$ cat src/rtl/frame_diff_reader.sv
//------------------------------------------------------------------------------
// frame_diff_reader
//
// Reads two SDRAM read-side FIFOs in lockstep. Read port 1 holds the current
// frame and read port 2 holds the previous frame, both RGB565. For each pixel
// pair it forms a simple luma (R5+G6+B5), takes the absolute difference, and
// flags the pixel as motion when the difference is strictly above THRESH.
// Motion pixels are replaced by MARK_COLOR in the output stream. The number of
// motion pixels in a frame is published on MOTION_CNT at the end of the frame.
//
// Ports:
//   CLK, RESET        clock, asynchronous active-high reset
//   Sdram_Init_Done   frames may only start once SDRAM init is complete
//   FRAME_START       single-cycle request to process one frame
//   THRESH            motion threshold on the luma difference
//   RD1_DATA/EMPTY    current-frame FIFO q / empty
//   RD1, RD1_LOAD     current-frame FIFO rdreq / clear+address reload
//   RD2_DATA/EMPTY    previous-frame FIFO q / empty
//   RD2, RD2_LOAD     previous-frame FIFO rdreq / clear+address reload
//   PIX_DATA          output pixel (MARK_COLOR for motion pixels)
//   PIX_VALID         PIX_DATA/PIX_MOTION valid this cycle
//   PIX_MOTION        current output pixel is a motion pixel
//   MOTION_CNT        motion pixels counted in the last completed frame
//   FRAME_DONE        one-cycle pulse at end of frame
//   BUSY              high whenever a frame is in progress
//------------------------------------------------------------------------------
`timescale 1ns/1ps

module frame_diff_reader #(
   parameter int          FRAME_PIXELS = 307200,
   parameter int          PIX_W        = 19,
   parameter int          LOAD_CYCLES  = 4,
   parameter logic [15:0] MARK_COLOR   = 16'hF800
) (
   input  logic             CLK,
   input  logic             RESET,
   input  logic             Sdram_Init_Done,
   input  logic             FRAME_START,
   input  logic [6:0]       THRESH,
   input  logic [15:0]      RD1_DATA,
   input  logic             RD1_EMPTY,
   output logic             RD1,
   output logic             RD1_LOAD,
   input  logic [15:0]      RD2_DATA,
   input  logic             RD2_EMPTY,
   output logic             RD2,
   output logic             RD2_LOAD,
   output logic [15:0]      PIX_DATA,
   output logic             PIX_VALID,
   output logic             PIX_MOTION,
   output logic [PIX_W:0]   MOTION_CNT,
   output logic             FRAME_DONE,
   output logic             BUSY
);

   localparam int CNT_W = 16;
   localparam int MC_W  = PIX_W + 1;

   typedef enum logic [2:0] {
      IDLE,
      LOAD,
      FILL,
      STREAM,
      DRAIN,
      DONE
   } state_t;

   state_t            state_q, state_d;
   logic [CNT_W-1:0]  cycCnt_q;
   logic [PIX_W-1:0]  pixCnt_q;
   logic [MC_W-1:0]   runCnt_q, runCnt_d;
   logic [MC_W-1:0]   motionCnt_q;

   logic              rdReq;
   logic              loadOn;
   logic              frameDone;
   logic              leavingLoad;

   logic              rdDly_q;
   logic              s1Valid_q;
   logic [6:0]        s1Diff_q;
   logic [15:0]       s1Pix_q;
   logic              pixValid_q;
   logic              pixMotion_q;
   logic [15:0]       pixData_q;

   logic [6:0]        luma1, luma2, lumaDiff;

   // Simple luma: plain sum of the three colour fields, at most 31+63+31=125.
   function automatic logic [6:0] luma(input logic [15:0] p);
      return 7'(p[15:11]) + 7'(p[10:5]) + 7'(p[4:0]);
   endfunction

   // Next-state and combinational outputs. The read request is a pure
   // function of the state and both empty flags so RD1 and RD2 are the same
   // signal and the two FIFOs can never drift apart.
   always_comb begin
      state_d   = state_q;
      rdReq     = 1'b0;
      loadOn    = 1'b0;
      frameDone = 1'b0;
      case (state_q)
         IDLE: begin
            if (FRAME_START && Sdram_Init_Done) state_d = LOAD;
         end
         LOAD: begin
            loadOn = 1'b1;
            if (cycCnt_q == CNT_W'(LOAD_CYCLES - 1)) state_d = FILL;
         end
         FILL: begin
            if (!RD1_EMPTY && !RD2_EMPTY) state_d = STREAM;
         end
         STREAM: begin
            rdReq = ~RD1_EMPTY & ~RD2_EMPTY;
            if (rdReq && (pixCnt_q == PIX_W'(FRAME_PIXELS - 1))) state_d = DRAIN;
         end
         DRAIN: begin
            // Three cycles match the pipeline depth behind the last read.
            if (cycCnt_q == CNT_W'(2)) state_d = DONE;
         end
         DONE: begin
            frameDone = 1'b1;
            state_d   = IDLE;
         end
         default: state_d = IDLE;
      endcase
   end

   assign leavingLoad = (state_q == LOAD) && (state_d == FILL);

   // Running motion count: restarted at the start of each frame, saturating.
   always_comb begin
      runCnt_d = runCnt_q;
      if (leavingLoad) begin
         runCnt_d = '0;
      end else if (pixValid_q && pixMotion_q && (runCnt_q != {MC_W{1'b1}})) begin
         runCnt_d = runCnt_q + MC_W'(1);
      end
   end

   // State register plus the per-state cycle counter used by LOAD and DRAIN.
   // The counter restarts on every state change so each timed state begins
   // counting from zero.
   always_ff @(posedge CLK or posedge RESET) begin
      if (RESET) begin
         state_q  <= IDLE;
         cycCnt_q <= '0;
      end else begin
         state_q <= state_d;
         if (state_d != state_q) cycCnt_q <= '0;
         else                    cycCnt_q <= cycCnt_q + CNT_W'(1);
      end
   end

   // Pixel and motion counters. MOTION_CNT is loaded on entry to DONE from
   // the next-count value, so the last pixel of the frame (which becomes
   // visible in the final DRAIN cycle) is already included while FRAME_DONE
   // is high.
   always_ff @(posedge CLK or posedge RESET) begin
      if (RESET) begin
         pixCnt_q    <= '0;
         runCnt_q    <= '0;
         motionCnt_q <= '0;
      end else begin
         if (leavingLoad)  pixCnt_q <= '0;
         else if (rdReq)   pixCnt_q <= pixCnt_q + PIX_W'(1);
         runCnt_q <= runCnt_d;
         if ((state_q == DRAIN) && (state_d == DONE)) motionCnt_q <= runCnt_d;
      end
   end

   assign luma1    = luma(RD1_DATA);
   assign luma2    = luma(RD2_DATA);
   assign lumaDiff = (luma1 >= luma2) ? (luma1 - luma2) : (luma2 - luma1);

   // Three-stage pixel pipeline. rdDly_q marks the cycle in which the FIFO q
   // carries the word requested one cycle earlier; the difference is captured
   // then, and the threshold compare and colour substitution happen one cycle
   // later, giving a fixed latency of three cycles from rdreq to PIX_VALID.
   always_ff @(posedge CLK or posedge RESET) begin
      if (RESET) begin
         rdDly_q     <= 1'b0;
         s1Valid_q   <= 1'b0;
         s1Diff_q    <= '0;
         s1Pix_q     <= '0;
         pixValid_q  <= 1'b0;
         pixMotion_q <= 1'b0;
         pixData_q   <= '0;
      end else begin
         rdDly_q   <= rdReq;
         s1Valid_q <= rdDly_q;
         if (rdDly_q) begin
            s1Diff_q <= lumaDiff;
            s1Pix_q  <= RD1_DATA;
         end
         pixValid_q <= s1Valid_q;
         if (s1Valid_q) begin
            pixMotion_q <= (s1Diff_q > THRESH);
            pixData_q   <= (s1Diff_q > THRESH) ? MARK_COLOR : s1Pix_q;
         end else begin
            pixMotion_q <= 1'b0;
            pixData_q   <= '0;
         end
      end
   end

   assign RD1        = rdReq;
   assign RD2        = rdReq;
   assign RD1_LOAD   = loadOn;
   assign RD2_LOAD   = loadOn;
   assign PIX_DATA   = pixData_q;
   assign PIX_VALID  = pixValid_q;
   assign PIX_MOTION = pixMotion_q;
   assign MOTION_CNT = motionCnt_q;
   assign FRAME_DONE = frameDone;
   assign BUSY       = (state_q != IDLE);

endmodule

$ cat config.mk
export PLATFORM = sky130hd
export DESIGN_NAME = frame_diff_reader
export DESIGN_NICKNAME = d
export VERILOG_FILES = /design/src/rtl/frame_diff_reader.sv
export SDC_FILE = /design/constraint.sdc
export NUM_CORES = 1
export LEC_CHECK = 0
export BUFFER_PORTS_ARGS = -buffer_cell sky130_fd_sc_hd__buf_4
export CAP_MARGIN = 25
export CORE_MARGIN = 2
export CORE_UTILIZATION = 58
export DETAILED_ROUTE_END_ITERATION = 7
export PLACE_DENSITY_LB_ADDON = 0.12
export SLEW_MARGIN = 20
export SYNTH_ARGS = -nofsm -noshare
export SYNTH_HDL_FRONTEND = slang
export SYNTH_SLANG_ARGS = --single-unit
$ cat constraint.sdc
create_clock -name CLK -period 4.65 [get_ports CLK]
set_input_delay 0.465 -clock CLK [delete_from_list [all_inputs] [get_ports CLK]]
set_output_delay 0.465 -clock CLK [all_outputs]
set_load 0.01 [all_outputs]
==> flow_summary.json <==
{
  "io_pins": 89,
  "worst-path-buf-inv": 3,
  "fp.dieArea_um2": 12200,
  "die_w_um": 110,
  "clkSlewWorstSetupHoldPaths_ps": 60,
  "cts_resized": 0,
  "drtIter0Drc": 264,
  "cts.hold.buffers_added": 0,
  "outcome": "finished, final reports clean",
  "ys_types": 59,
  "die_y_um": 110,
  "path_class": "input port to register",
  "final_cell_mix": "dfrtp_1 (120), buf_4 (91), nor2_1 (74), inv_1 (49), ha_1 (34)",
  "grt-ovfl-total": 0,
  "nFillCells": 789,
  "critical_path.top_delay_family": "adder cells",
  "synth_ff_type": "dfrtp_1",
  "synth.avg_cell_area_um2": 10.5,
  "antenna_found_initial": 0,
  "max_freq_ghz": 0.265,
  "ctsRootBufferMaster": "clkbuf_16",
  "gp_congestion": 0.886,
  "hold_viol": 0,
  "rows": 38,
  "critPathMaxFanout": 4,
  "postSynth.asyncResetShare_pct": 100,
  "ir_drop_uv": 304,
  "cts_sinks": 121,
  "drt-total-wl_um": 13700,
  "netlist_area_um2": 6550,
  "cp-end-kind": "register",
  "cts_setup_buffers": 0,
  "h-tree-depth": 4,
  "mostFrequentLayoutCell": "dfrtp_1",
  "period_needed_ps": 3780,
  "rsz0062_at_grt": "no",
  "clk_latency_ps": 420,
  "diodes": 0,
  "yosysSeqAreaShare_pct": 46.2,
  "cts_buffers": 17,
  "hold_slack_ps": 67.9,
  "finalSetupViolCount": 0,
  "core_area_um2": 10900,
  "r2r_setup_slack_ps": 1700,
  "postRouteAntennaNets": 0,
  "syn_to_final_growth_pct": 21.2,
  "crit_chain": "buf_4, inv_1, fa_1, inv_1, ha_1, fa_1, a21o_1, a21oi_1, xnor2_1, ha_1, or4_4, o21a_4, mux2i_1, o2111a_1, or3_1",
  "synth_edf_count": 0,
  "grt_usage_pct": 24.9,
  "drc_errors": 0,
  "crit_required_ps": 4930,
  "drv_cap": 0,
  "slowest_delay_ps": 580,
  "rr_startpoint": "cycCnt_q[6]",
  "timing.rr.end": "cycCnt_q[15]",
  "hp-class": "input port to async pin",
  "slew_violations": 0,
  "postSynthNetCount": 714,
  "synth-seq-cells": 121,
  "dr.pass1.iters": 7,
  "cpMaxStageDelayCell": "or4_4",
  "setup_tns_ps": 0,
  "slew_headroom_pct": 37.6,
  "syn_inst": 621,
  "nets": 808,
  "dp_hpwl_um": 10000,
  "portBuffers": 88,
  "ys_warn_count": 0,
  "wire_per_inst_um": 15.7,
  "num_vias": 4755,
  "cts_tree": "built",
  "grt_pass1_wl_um": 23100,
  "crit_arrival_ps": 4060,
  "grt_max_degree": 55,
  "viasPerCell": 5.48,
  "leakage_uw": 0.00387,
  "clock_path_buffers": 2,
  "start_kind": "input port",
  "skew_ps": 7.67,
  "tightestPinTransition_ps": 936,
  "final.period_utilization_pct": 81.3,
  "powerDensity_nw_per_um2": 435,
  "drive_gt1_share_pct": 23.5,
  "start_util_pct": 59.9,
  "first_global_vias": 4913,
  "ff2ff_path_depth": 6
}
==> cell families (layout without fill, tap and decap cells) <==
group	count (synthesis)	after routing	share of synthesized area (%)
multiplexers	39	39	6.63
AND/OR/NAND/NOR	211	211	16.1
AO/OA/AOI/OAI	79	79	8.48
adder cells (fa/ha/maj)	48	48	10.8
buffers and inverters	67	174	4.26
XOR/XNOR	56	56	7.49
flip-flops	121	121	46.2
==> routing by layer <==
metal / wire length [µm] / GRT usage [%] / vias up / share of wire [%]
met1: 5980 / 30.6 / 2338 / 44
met3: 615 / 7.11 / 14 / 4.5
met4: 149 / 8.30 / 0 / 1.1
li1: - / - / 2302 / -
met5: 0 / 0 / - / 0
met2: 6920 / 42.3 / 101 / 51
==> worst register-to-register path: cells and delay by family, from the launching register on <==
family | cells | cell delay, ps
flip-flops | 1 | 450
AND/OR/NAND/NOR | 5 | 2220
AO/OA/AOI/OAI | 1 | 130
==> worst max path at each step <==
stage           startpoint     endpoint  slack [ps]  depth (start not counted)
2_1_floorplan  RD1_DATA[1]  s1Diff_q[5]         740                         14
3_3_place_gp   RD1_DATA[1]  s1Diff_q[5]         540                         15
3_5_place_dp   RD1_DATA[1]  s1Diff_q[5]         470                         15
4_1_cts        RD1_DATA[1]  s1Diff_q[5]         900                         15
5_1_grt        RD1_DATA[1]  s1Diff_q[5]         690                         15
6_report       RD1_DATA[1]  s1Diff_q[5]         870                         15
==> metrics by stage <==
step | utilization [%] | area [µm²] | total power, µW | instances | setup slack [ps]
after global placement | 67.0 | 7320 | 2130 | 835 | 540
after global routing | 72.6 | 7940 | 3640 | 868 | 687
after CTS | 72.6 | 7940 | 3480 | 868 | 902
final | 72.6 | 7940 | 3450 | 868 | 870
after floorplan | - | 6550 | 1920 | 621 | 743
after detailed placement | 67.2 | 7350 | 2170 | 836 | 469
==> final cells by class <==
type	instances	area, µm²	area share, %
Inverter	50	190	2.40
Clock inverter	14	149	1.88
Clock buffer	18	439	5.53
Sequential cell	121	3030	38.2
Timing Repair Buffer	92	711	8.95
Tap cell	140	175	2.21
Multi-Input combinational cell	433	3250	40.9
==> synth_stat cells (7+ instances only) <==
| master | n | share of area [%] |
|---|---|---|
| dfrtp_1 | 121 | 46 |
| nor2_1 | 74 | 4.2 |
| inv_1 | 50 | 2.9 |
| ha_1 | 34 | 6.5 |
| nand2_1 | 33 | 1.9 |
| mux2_2 | 32 | 5.5 |
| xnor2_1 | 31 | 4.1 |
| xor2_1 | 25 | 3.3 |
| nand3_1 | 24 | 1.8 |
| a21oi_1 | 20 | 1.5 |
| and2_1 | 17 | 1.6 |
| fa_1 | 14 | 4.3 |
| nor3_1 | 10 | 0.76 |
| o21ai_0 | 10 | 0.76 |
| nand4_1 | 9 | 0.86 |
| a21o_1 | 8 | 0.92 |
| and3_1 | 8 | 0.76 |
| buf_2 | 8 | 0.61 |
| o21a_1 | 7 | 0.80 |
==> registers in the layout, indices dropped and copies added, names as in the netlist <==
register and count:
s1Valid_q 1, s1Diff_q 7, rdDly_q 1, s1Pix_q 16
PIX_DATA 16, runCnt_q 20, state_q 3, PIX_VALID 1
cycCnt_q 16, PIX_MOTION 1, MOTION_CNT 20, pixCnt_q 19
==> where the power goes <==
group	internal, µW	leakage, µW	switching (µW)
sequential	1160	0.00159	80.0
combinational	430	0.00200	497
clock	803	0.000279	486
(Power assumes the default switching activity.)
